--- config.mk ---
export PLATFORM = sky130hd
export DESIGN_NAME = gray_to_binary_decoder
export DESIGN_NICKNAME = d
export VERILOG_FILES = /design/src/rtl/gray_to_bin_comb.sv /design/src/rtl/gray_to_binary_decoder.sv
export SDC_FILE = /design/constraint.sdc
export NUM_CORES = 1
export LEC_CHECK = 0
export ABC_AREA = 1
export CAP_MARGIN = 30
export CORE_AREA = 3 3 40 42
export DETAILED_ROUTE_END_ITERATION = 8
export DIE_AREA = 0 0 43 45
export PLACE_DENSITY = 0.65
export SLEW_MARGIN = 40
export SYNTH_ARGS = -nofsm -noshare
export SYNTH_HDL_FRONTEND = slang
export SYNTH_HIERARCHICAL = 1
export SYNTH_SLANG_ARGS = --single-unit
--- constraint.sdc ---
create_clock -name clk -period 1.7 [get_ports clk]
set_input_delay 0.255 -clock clk [delete_from_list [all_inputs] [get_ports clk]]
set_output_delay 0.255 -clock clk [all_outputs]
set_load 0.1 [all_outputs]
--- src/rtl/gray_to_bin_comb.sv ---
// Combinational Gray-to-binary decode: each binary bit is the XOR of all Gray bits at or above it.
// Stateless and parameterised so other blocks can reuse it directly.
module gray_to_bin_comb #(
  parameter int unsigned WIDTH = 4
) (
  input  logic [WIDTH-1:0] gray,
  output logic [WIDTH-1:0] bin
);

  // Running XOR from the MSB down; acc keeps the loop free of self-reads on bin.
  always_comb begin
    logic acc;
    acc = 1'b0;
    bin = '0;
    for (int i = int'(WIDTH) - 1; i >= 0; i--) begin
      acc    = acc ^ gray[i];
      bin[i] = acc;
    end
  end

endmodule

--- src/rtl/gray_to_binary_decoder.sv ---
// Registered Gray-to-binary decoder with valid/ready handshake (latency 1, one word per cycle).
// Define GRAY_STEP_CHECK_EN to enable step checking, direction flag and the saturating error counter.
module gray_to_binary_decoder #(
  parameter int unsigned WIDTH = 4,
  parameter int unsigned CNT_W = 8
) (
  input  logic             clk,
  input  logic             rst,
  input  logic             in_valid,
  output logic             in_ready,
  input  logic [WIDTH-1:0] in_gray,
  output logic             out_valid,
  input  logic             out_ready,
  output logic [WIDTH-1:0] out_bin,
  output logic             out_dir,
  output logic             step_err,
  output logic [CNT_W-1:0] err_cnt
);

  logic             accept;
  logic [WIDTH-1:0] dec_bin;

  gray_to_bin_comb #(.WIDTH(WIDTH)) u_dec (
    .gray (in_gray),
    .bin  (dec_bin)
  );

  // Output slot is free when empty or being drained this cycle.
  assign in_ready = !out_valid || out_ready;
  assign accept   = in_valid && in_ready;

  // Output slot: load on accept, drop valid on drain without a replacement.
  always_ff @(posedge clk or posedge rst) begin
    if (rst) begin
      out_valid <= 1'b0;
      out_bin   <= '0;
    end else if (accept) begin
      out_valid <= 1'b1;
      out_bin   <= dec_bin;
    end else if (out_ready) begin
      out_valid <= 1'b0;
    end
  end

`ifdef GRAY_STEP_CHECK_EN
  logic             first_q;
  logic [WIDTH-1:0] prev_gray;
  logic [WIDTH-1:0] prev_bin;
  logic [WIDTH-1:0] diff_c;
  logic             one_bit_c;
  logic             up_c;
  logic             bad_c;

  // A legal step flips exactly one bit; up means binary advanced by one, wrapping.
  always_comb begin
    diff_c    = in_gray ^ prev_gray;
    one_bit_c = (diff_c != '0) && ((diff_c & (diff_c - WIDTH'(1))) == '0);
    up_c      = (dec_bin == (prev_bin + WIDTH'(1)));
    bad_c     = !first_q && !one_bit_c;
  end

  // History and flags advance on every accept, erroneous words included.
  always_ff @(posedge clk or posedge rst) begin
    if (rst) begin
      first_q   <= 1'b1;
      prev_gray <= '0;
      prev_bin  <= '0;
      out_dir   <= 1'b0;
      step_err  <= 1'b0;
      err_cnt   <= '0;
    end else if (accept) begin
      first_q   <= 1'b0;
      prev_gray <= in_gray;
      prev_bin  <= dec_bin;
      step_err  <= bad_c;
      out_dir   <= !first_q && up_c;
      if (bad_c && (err_cnt != {CNT_W{1'b1}})) begin
        err_cnt <= err_cnt + CNT_W'(1);
      end
    end
  end
`else
  assign out_dir  = 1'b0;
  assign step_err = 1'b0;
  assign err_cnt  = '0;
`endif

endmodule

==> qor.csv <==
metric;value;unit
status;finished, final reports clean;
peakVddDrop;0.000321;V
fin_skew;0.00248;ns
drtPass1Iterations;3;
setup-tns-final;0;ns
pin_count;24;
clkTransAtPathRegs;0.04;ns
yosys.area.top_type;dfrtp_1;
start_util;29.7;%
wl_per_cell;8.25;um
drive_gt1_share;22.7;%
pwr_density_cell;1200;nW/um^2
regToRegStartpoint;out_valid;
cts_inserted_buffers;3;
cpPeakStageDelay;0.45;ns
crit_type;input port to primary output;
fp.dieH;45;um
routed_via_density;3.99;
ant_nets;0;
synth_cell_type_count;8;
hold_buffers;0;
nets;75;
grt_use_total;7.94;%
leakage;0.314;nW
yosys.area.top_type_share;32.8;%
dieArea;1940;um^2
max_freq;761;MHz
r2r_cells;4;
syn-cell-area;382;um^2
finalCritPeriodShare;77.3;%
crit_chain;clkdlybuf4s50_1 > inv_1 > nand2_4 > buf_12;
r2r-end;out_bin[3];
worst_setup_path_end_kind;primary output;
crit_required;1.44;ns
drtIter0Drc;4;
final_util;44.3;%
r2r_slack;0.85;ns
grt_start_max_net_pins;8;
antenna_found_initial;0;
core_area;1280;um^2
antenna_cells;0;
arrival;1.06;ns
synth.avg_cell_area;7.48;um^2
io_buffers;13;
clk_latency;0.24;ns
synth_seq_area_share;32.8;%
post-cts-setup-buffers;0;
yosys_warnings;6;
place_congestion;0.712;
max-clock-path-buffers;2;
total_power;0.682;mW
syn_to_final_growth;49.2;%
root_buffer;clkbuf_4;
hp-class;input port to async pin;
grt_setup_unrepaired;no;
cp_slowest_cell;clkdlybuf4s50_1;
wl;668;um
start_kind;input port;
grt_pass1_wl;1.06;mm
period_needed;1.31;ns
final-setup-viol-count;0;
cts_tree;done;
syn_inst;51;
slew_viol_final;0;
drc;0;
maxCapViolations;0;
die_width;43;um
cts.htree.levels;1;
grt_overflow;0;
via_count;323;
post_cts_resized;0;
finalHoldViolCount;0;
rows;13;
ys_ff_latch;5;
grt_pass1_vias;279;
cts.sinks;5;
synth_area_leaders;dfrtp_1, buf_4, nand2_1, nand3_1, nand3_2;
cp_max_fo;7;
dp.final_hpwl;596;um
## layout by cell type (no fill, tap or decap)
master and instances:
buf_12 6, clkbuf_1 1, clkbuf_4 3, clkdlybuf4s50_1 7, conb_1 10, dfrtp_1 4
dfrtp_2 1, inv_1 6, nand2_1 16, nand2_4 2, nand3_1 7, nand3_2 3
## kinds of logic after synthesis
kind of cell | share of synthesized area [%]
DFF | 32.8
and+or+nand+nor | 38.7
other | 0.983
buffers and inverters | 27.5
## flip-flops by register name, indices dropped and copies added (netlist names)
register,flops
out_bin,4
out_valid,1
## power by group
group / internal [mW] / total (mW) / switching (mW) / leakage, nW
sequential: 0.137 / 0.157 / 0.0199 / 0.0600
combinational: 0.105 / 0.389 / 0.284 / 0.239
clock: 0.0886 / 0.135 / 0.0467 / 0.0150
total: 0.331 / 0.682 / 0.350 / 0.314
## synth_stat cells
cell,instances
buf_4,11
conb_1,1
dfrtp_1,5
inv_1,6
nand2_1,16
nand2_4,2
nand3_1,7
nand3_2,3
## worst max-delay path by stage
stage,start,end,slack (ns),cells after the start
floorplan,out_valid,out_bin[0],0.34,4
global placement,in_gray[3],out_bin[0],0.30,8
detailed placement,in_gray[3],out_bin[0],0.27,8
CTS,out_ready,in_ready,0.38,4
global route,out_ready,in_ready,0.35,4
finish,out_ready,in_ready,0.39,4
## through the flow
step                      setup slack (ns)  instance area [um^2]  std cells  hold slack [ns]
after floorplan                      0.345                   417         60           0.0335
after global placement               0.299                   543         77            0.461
after detailed placement             0.275                   543         77            0.476
after CTS                            0.379                   569         81            0.220
after global routing                 0.350                   569         81            0.248
final                                0.386                   569         81            0.222
## metal layers
layer / wire length [um] / vias to the layer above / global-route usage [%] / share of wire, %
met5: 0 / - / 0 / 0
li1: - / 166 / - / -
met4: 28 / 0 / 9.04 / 4.2
met3: 97 / 3 / 2.79 / 15
met1: 245 / 133 / 7.32 / 37
met2: 297 / 21 / 12.9 / 44
## critical path: cells and delay by family
| family | cells | cell delay [ns] |
|---|---|---|
| buffers and inverters | 3 | 0.69 |
| and+or+nand+nor | 1 | 0.11 |
## final cells by class
class	instances	area [um^2]
well taps	15	18.8
inverters	6	22.5
flip-flops and latches	5	126
fillers	131	716
clock buffers	4	26.3
repair buffers	13	190
multi-input cells	38	185
Note: power is estimated with default switching activity, not from simulation.
